## config.mk

```make
export PLATFORM = sky130hd
export DESIGN_NAME = muldiv_unit
export DESIGN_NICKNAME = d
export VERILOG_FILES = /design/src/rtl/muldiv_unit.sv
export SDC_FILE = /design/constraint.sdc
export NUM_CORES = 1
export LEC_CHECK = 0
export ABC_AREA = 1
export BUFFER_PORTS_ARGS = -buffer_cell sky130_fd_sc_hd__buf_4
export CAP_MARGIN = 20
export CORE_MARGIN = 1
export CORE_UTILIZATION = 45
export DETAILED_ROUTE_END_ITERATION = 10
export PLACE_DENSITY = 0.61
export SYNTH_ARGS = -nofsm -noshare
export SYNTH_HDL_FRONTEND = slang
export SYNTH_SLANG_ARGS = --single-unit
```

## constraint.sdc

```tcl
create_clock -name clk -period 11.2 [get_ports clk]
set_clock_uncertainty 0.2 [all_clocks]
set_input_delay 2.24 -clock clk [delete_from_list [all_inputs] [get_ports clk]]
set_output_delay 2.24 -clock clk [all_outputs]
set_load 0.02 [all_outputs]
```

## src/rtl/muldiv_unit.sv

```systemverilog
// Iterative radix-2 RV32M multiply/divide unit: shift-add multiply, restoring divide.
// Optional MULDIV_FAST_MUL_EN: single-cycle MUL* using a registered wide product.
module muldiv_unit #(
    parameter int XLEN = 32
) (
    input  logic            clk,
    input  logic            rst_n,
    input  logic            start,
    input  logic [2:0]      funct3,
    input  logic [XLEN-1:0] op_a,
    input  logic [XLEN-1:0] op_b,
    input  logic [4:0]      rd_in,
    input  logic            flush,
    output logic            busy,
    output logic            done,
    output logic [XLEN-1:0] result,
    output logic [4:0]      rd_out
);
    localparam int CW = $clog2(XLEN);

    typedef enum logic [1:0] {IDLE, BUSY, DONE} state_t;

    state_t          state, state_n;
    logic [CW-1:0]   cnt;
    logic [2:0]      op;
    logic [4:0]      rd_q;
    logic [XLEN-1:0] hi, lo, mag_b;
    logic            neg, sa;

    logic            accept, last;
    logic            sgn_a, sgn_b, a_neg, b_neg;
    logic [XLEN-1:0] a_mag, b_mag;
    logic            div_zero, ovf, special, fast, early;
    logic [XLEN-1:0] special_val, fast_val, early_val;

    assign accept = start && !flush && (state != BUSY);
    assign last   = (state == BUSY) && (cnt == CW'(XLEN - 1));

    // Signedness of each operand by funct3
    assign sgn_a = funct3[2] ? !funct3[0] : (funct3[1:0] != 2'b11);
    assign sgn_b = funct3[2] ? !funct3[0] : !funct3[1];
    assign a_neg = sgn_a && op_a[XLEN-1];
    assign b_neg = sgn_b && op_b[XLEN-1];
    assign a_mag = a_neg ? -op_a : op_a;
    assign b_mag = b_neg ? -op_b : op_b;

    assign div_zero = funct3[2] && (op_b == '0);
    assign ovf      = funct3[2] && !funct3[0] && (op_b == '1)
                   && (op_a == {1'b1, {(XLEN-1){1'b0}}});
    assign special  = div_zero || ovf;
    assign special_val = div_zero ? (funct3[1] ? op_a : '1)
                                  : (funct3[1] ? '0 : op_a);

`ifdef MULDIV_FAST_MUL_EN
    logic signed [XLEN:0]     fa, fb;
    logic signed [2*XLEN+1:0] fp;
    assign fa = $signed({a_neg, op_a});
    assign fb = $signed({b_neg, op_b});
    assign fp = fa * fb;
    assign fast = !funct3[2];
    assign fast_val = (funct3 == 3'b000) ? fp[XLEN-1:0] : fp[2*XLEN-1:XLEN];
`else
    assign fast = 1'b0;
    assign fast_val = '0;
`endif

    assign early     = special || fast;
    assign early_val = special ? special_val : fast_val;

    // One iteration: hi/lo hold product halves or remainder/quotient
    logic [XLEN:0]     sum, sh, tr;
    logic [XLEN-1:0]   hi_n, lo_n, q_fix, r_fix, fin_val;
    logic [2*XLEN-1:0] prod, prod_s;

    always_comb begin
        sum = {1'b0, hi} + (lo[0] ? {1'b0, mag_b} : '0);
        sh  = {hi, lo[XLEN-1]};
        tr  = sh - {1'b0, mag_b};
        if (op[2]) begin
            hi_n = tr[XLEN] ? sh[XLEN-1:0] : tr[XLEN-1:0];
            lo_n = {lo[XLEN-2:0], ~tr[XLEN]};
        end else begin
            hi_n = sum[XLEN:1];
            lo_n = {sum[0], lo[XLEN-1:1]};
        end
        prod   = {hi_n, lo_n};
        prod_s = neg ? -prod : prod;
        q_fix  = neg ? -lo_n : lo_n;
        r_fix  = sa ? -hi_n : hi_n;
        if (op[2])
            fin_val = op[1] ? r_fix : q_fix;
        else if (op == 3'b000)
            fin_val = prod_s[XLEN-1:0];
        else
            fin_val = prod_s[2*XLEN-1:XLEN];
    end

    always_comb begin
        state_n = state;
        if (flush) begin
            state_n = IDLE;
        end else begin
            unique case (state)
                IDLE, DONE: begin
                    if (accept)
                        state_n = early ? DONE : BUSY;
                    else
                        state_n = IDLE;
                end
                BUSY: if (last) state_n = DONE;
                default: state_n = IDLE;
            endcase
        end
    end

    always_ff @(posedge clk or negedge rst_n) begin
        if (!rst_n) begin
            state  <= IDLE;
            busy   <= 1'b0;
            done   <= 1'b0;
            result <= '0;
            rd_out <= '0;
            cnt    <= '0;
            op     <= '0;
            rd_q   <= '0;
            hi     <= '0;
            lo     <= '0;
            mag_b  <= '0;
            neg    <= 1'b0;
            sa     <= 1'b0;
        end else begin
            state <= state_n;
            busy  <= (state_n != IDLE);
            done  <= (state_n == DONE);
            if (accept) begin
                op    <= funct3;
                rd_q  <= rd_in;
                mag_b <= b_mag;
                neg   <= a_neg ^ b_neg;
                sa    <= a_neg;
                hi    <= '0;
                lo    <= a_mag;
                cnt   <= '0;
                if (early) begin
                    result <= early_val;
                    rd_out <= rd_in;
                end
            end else if (state == BUSY && !flush) begin
                hi  <= hi_n;
                lo  <= lo_n;
                cnt <= cnt + 1'b1;
                if (last) begin
                    result <= fin_val;
                    rd_out <= rd_q;
                end
            end
        end
    end
endmodule

```

Word-level counts from Yosys, hierarchy flattened

Cells that the tools add are included.

Output and inout bits: 39
Word-level logic and storage cells: 90
Input port bits: 76
Register bits after elaboration: 152

Add/subtract/negate cells: 8
Equality and inequality tests: 9
Reduce and logical (&&, ||, !) cells: 22
Mux-type cells: 36
Bitwise operators: 2

Operators by type and width:

| cell                   | number |
|---|---|
| $mux W32               | 22 |
| $neg A32 Y32           | 4 |
| $eq A32 B32 Y1 const B | 2 |
| $mux W64               | 1 |
| $neg A64 Y64           | 1 |
| $add A32 B32 Y33       | 1 |
| $sub A33 B32 Y33       | 1 |
| $logic_not A32 Y1      | 1 |
| $mux W5                | 6 |
| $logic_and A1 B1 Y1    | 10 |
| $mux W2                | 4 |
| $reduce_bool A2 Y1     | 3 |
| $add A5 B1 Y5 const B  | 1 |
| $eq A5 B5 Y1 const B   | 1 |
| $eq A2 B2 Y1 const B   | 2 |
| $ne A2 B1 Y1 const B   | 2 |
| $pmux W2 S2            | 1 |
| $logic_not A1 Y1       | 3 |
| $logic_not A3 Y1       | 1 |
| $reduce_and A3 Y1      | 1 |
| $eq A2 B1 Y1 const B   | 1 |
| $logic_not A2 Y1       | 1 |
| $mux W1                | 2 |
| $ne A2 B2 Y1 const B   | 1 |
| 4 further kinds        | 4 |

Longest topological paths before layout

Depth after elaboration: 10
Gate-level depth with buffers: 34
Gate-level depth less buffers: 33

Worst setup path before layout

Ideal clock, no wire load.

Kind: input -> register
From: in op_a[0]
To: reg lo[30]
Stages: 16
Setup time: 0.132 ns
Data arrival time: 4.324 ns
Path buffers: 0
Setup slack: 6.544 ns
Cells stage by stage: inv_1 -> ha_1 -> nand2_1 -> nor2_1 -> nand3_1 -> nor3_1 -> nand3_1 -> inv_1 -> nand3_1 -> nor4_1 -> nand3_1 -> nor2_1 -> a21oi_1 -> xor2_1 -> o21ai_0 -> o21ai_0

Cells in the longest elaborated chain, start to end: 3

Ends and longest elaborated chain:

| item                   | RTL line | text |
|---|---|---|
| start: declaration     | 10       | `input logic [XLEN-1:0] op_a,` |
| $neg A32 Y32           | 44       | `assign a_mag = a_neg ? -op_a : op_a;` |
| $mux W32               | 44       |  |
| $mux W32               | 135      | `if (accept) begin` |
| end signal: assignment | 142      | `lo <= a_mag;` |
| end signal: assignment | 150      | `lo <= lo_n;` |
| end: declaration       | 27       | `logic [XLEN-1:0] hi, lo, mag_b;` |

No other way between the ends.
A chain may end at the register's enable or synchronous reset.

Worst setup path in the final report

From: in op_a[0]
To: reg result[14]

Cells in the longest elaborated chain, start to end: 5

Ends and longest elaborated chain:

| item                        | RTL line | text |
|---|---|---|
| $eq A32 B32 Y1              | 49       | `&& (op_a == {1'b1, {(XLEN-1){1'b0}}});` |
| $logic_and A1 B1 Y1         | 49       |  |
| $logic_or A1 B1 Y1          | 50       | `assign special = div_zero \|\| ovf;` |
| $ne A2 B1 Y1 (no line)      | n/a      |  |
| $reduce_and A3 Y1 (no line) | n/a      |  |
| end signal: assignment      | 145      | `result <= early_val;` |
| end signal: assignment      | 153      | `result <= fin_val;` |
| end: declaration            | 16       | `output logic [XLEN-1:0] result,` |

No other way between the ends.

==> impl_metrics.env <==
export IMPL_synthTopCellsByArea="dfrtp_1 21%, nand2_1 19%, inv_1 8.9%"
export IMPL_grt_max_degree=80
export IMPL_syn_inst=3093
export IMPL_path_class="in2reg"
export IMPL_die_h_um=202
export IMPL_cts_root_buf="clkbuf_16"
export IMPL_routed_wirelength_um=80000
export IMPL_fillCellCount=4256
export IMPL_synthFlopType="dfrtp_1"
export IMPL_fmax_mhz=168
export IMPL_synth_common_cells="916 x nand2_1, 425 x inv_1, 318 x nor2_1"
export IMPL_start_util=0.460
export IMPL_yosys_warnings=0
export IMPL_async_flop_share=1.00
export IMPL_io_buffers=114
export IMPL_path_max_fanout=35
export IMPL_antenna_cells=0
export IMPL_synth_most_common_cell="nand2_1"
export IMPL_drv_slew=0
export IMPL_powerDensity_nw_per_um2=328
export IMPL_ant_nets=0
export IMPL_fin_crit_sh=0.532
export IMPL_insertion_delay_ps=500
export IMPL_gp_congestion=1.04
export IMPL_final_nets=3288
export IMPL_whs_path_depth=2
export IMPL_cts_path_max_buffers=2
export IMPL_synth_enable_flop_cells=0
export IMPL_maxCapViolCount=0
export IMPL_synth_yosys_seq_area_share=0.212
export IMPL_grt_pass1_wl_um=120000
export IMPL_antenna_found_initial=0
export IMPL_die_area_um2=40600
export IMPL_max_slew_margin=0.228
export IMPL_ir_drop_mv=0.159
export IMPL_syn_avg_cell_area_um2=5.80
export IMPL_track_usage=0.394
export IMPL_hold_violations=0
export IMPL_ys_ff_latch=152
export IMPL_vias=21426
export IMPL_dp_hpwl_um=63500
export IMPL_rows=72
export IMPL_dp_cells=3638
export IMPL_cts_hold_buf=0
export IMPL_fp_dieW_um=202
export IMPL_numCtsBuffers=17
export IMPL_required_ps=11370
export IMPL_grt_pass1_vias=19727
export IMPL_clock_sinks=152
export IMPL_synth_fp_nets=3242
export IMPL_core_area_um2=39000
export IMPL_via_per_inst=5.84
export IMPL_drt_pass1_iterations=6
export IMPL_finalSetupTns_ps=0
export IMPL_dr_first_iter_drc_count=2717
export IMPL_drive_above_1_share=0.0901
export IMPL_startpoint_type="input port"
export IMPL_final_util=0.507
export IMPL_leakage_nw=10.3
export IMPL_wl_per_cell_um=21.8
export IMPL_status="completed"
export IMPL_cts_tree="yes"
export IMPL_whs_ps=290
export IMPL_synth_cell_types=55
export IMPL_io_pins=115
export IMPL_netlist_area_leader_share=0.212
export IMPL_cp_arrival_ps=6130
export IMPL_setup_viol=0
export IMPL_total_power_mw=6.49
export IMPL_post_cts_buffers=0
export IMPL_reg2reg_depth=29
export IMPL_synth_area_leader_cell="dfrtp_1"
export IMPL_worstMarginPinSlew_ps=1150
export IMPL_hold_class="reg2reg"
export IMPL_h_tree_depth=4
export IMPL_rsz0062_at_grt="false"
export IMPL_post_route_min_period_ps=5960
export IMPL_drc=0
export IMPL_cts_resized=0
export IMPL_cts_clk_slew_worst_paths_ps=70
export IMPL_grt_ovfl_total=0
export IMPL_syn_to_final_growth_pct=10.3
export IMPL_worst_setup_path_end_kind="flip-flop"
export IMPL_fin_cells=3670
export IMPL_synth_cell_area_um2=17900
==> kinds of logic (layout without fill, tap and decap cells) <==
family / Yosys count / after routing / share of synthesized area
buf+inv: 544 / 603 / 0.118
fa+ha+maj: 73 / 73 / 0.0518
xor+xnor: 100 / 100 / 0.0489
compound gates: 553 / 553 / 0.172
simple gates: 1671 / 1671 / 0.397
flops: 152 / 152 / 0.212
==> routing by layer <==
metal | track usage | share of wire
met2 | 0.539 | 0.39
met1 | 0.558 | 0.44
met5 | 0 | 0
met4 | 0.154 | 0.038
met3 | 0.136 | 0.14
==> state kept, by name, summed over array words and instances, names as in the netlist, 2 cells and up <==
register / flops
rd_out: 5
rd_q: 5
result: 32
mag_b: 32
op: 3
state: 2
hi: 32
lo: 32
cnt: 5
==> critical path, stage by stage <==
cell and delay (ps):
buf_4 120, inv_1 110, ha_1 180, nand2_1 50
nor2_1 120, nand3_1 120, nor3_1 470, inv_1 100
nor4_1 570, nand4_1 150, o41ai_1 120, or2_2 190
nand2_1 60, buf_4 230, clkinv_1 570, buf_4 360
nand2_1 90, a21oi_1 140, a21oi_1 90
==> cell usage in the layout (no fill, tap or decap), types with 3 or more instances in the layout <==
cell / n
a21o_1: 7
a21oi_1: 153
a21oi_2: 4
a31oi_1: 14
buf_4: 138
bufinv_16: 3
clkbuf_16: 17
clkinvlp_4: 3
dfrtp_1: 150
ha_1: 71
inv_1: 424
inv_2: 6
inv_6: 3
inv_8: 3
nand2_1: 916
nand2_2: 29
nand2_4: 4
nand3_1: 252
nand3_2: 5
nand3b_1: 12
nand4_1: 40
nor2_1: 317
nor2_2: 14
nor2_4: 4
nor3_1: 28
nor3_2: 3
nor4_1: 9
o211ai_1: 29
o21a_1: 5
o21ai_0: 266
o21ai_1: 16
o21ai_2: 7
o21bai_1: 8
o221ai_1: 12
o22ai_1: 16
o31ai_1: 7
or2_2: 29
xnor2_1: 25
xor2_1: 75
==> power by group <==
group          internal [mW]  leakage (nW)  switching [mW]
Sequential             0.746          1.87           0.262
Combinational           1.35          8.12            3.48
Clock                  0.362         0.299           0.288
Total                   2.46          10.3            4.03
==> final timing paths <==
check	startpoint	end	slack, ps
worst max-delay path	op_a[0]	result[14]	5240
worst min-delay path	rd_q[0]	rd_q[0]	290
worst max register to register	lo[31]	result[2]	5500
worst min register to register	rd_q[0]	rd_q[0]	290
max in group asynchronous	rst_n	op[2]	8070
min in group asynchronous	rst_n	hi[3]	1500
==> layout make-up <==
| type | count | area, µm² | area share |
|---|---|---|---|
| multi-input cells | 2397 | 12000 | 0.608 |
| inverters | 432 | 1620 | 0.0820 |
| clock buffers | 18 | 439 | 0.0222 |
| clock inverters | 14 | 186 | 0.00943 |
| well taps | 518 | 648 | 0.0328 |
| repair buffers | 139 | 1050 | 0.0530 |
| flip-flops and latches | 152 | 3810 | 0.193 |
==> metrics by stage <==
stage	setup WS (ps)	instance area [µm²]
floorplan	6540	17900
global placement	5060	19200
detailed placement	4910	19200
CTS	5430	19800
global route	5120	19800
finish	5240	19800
Power figures use the tool's default switching activity.
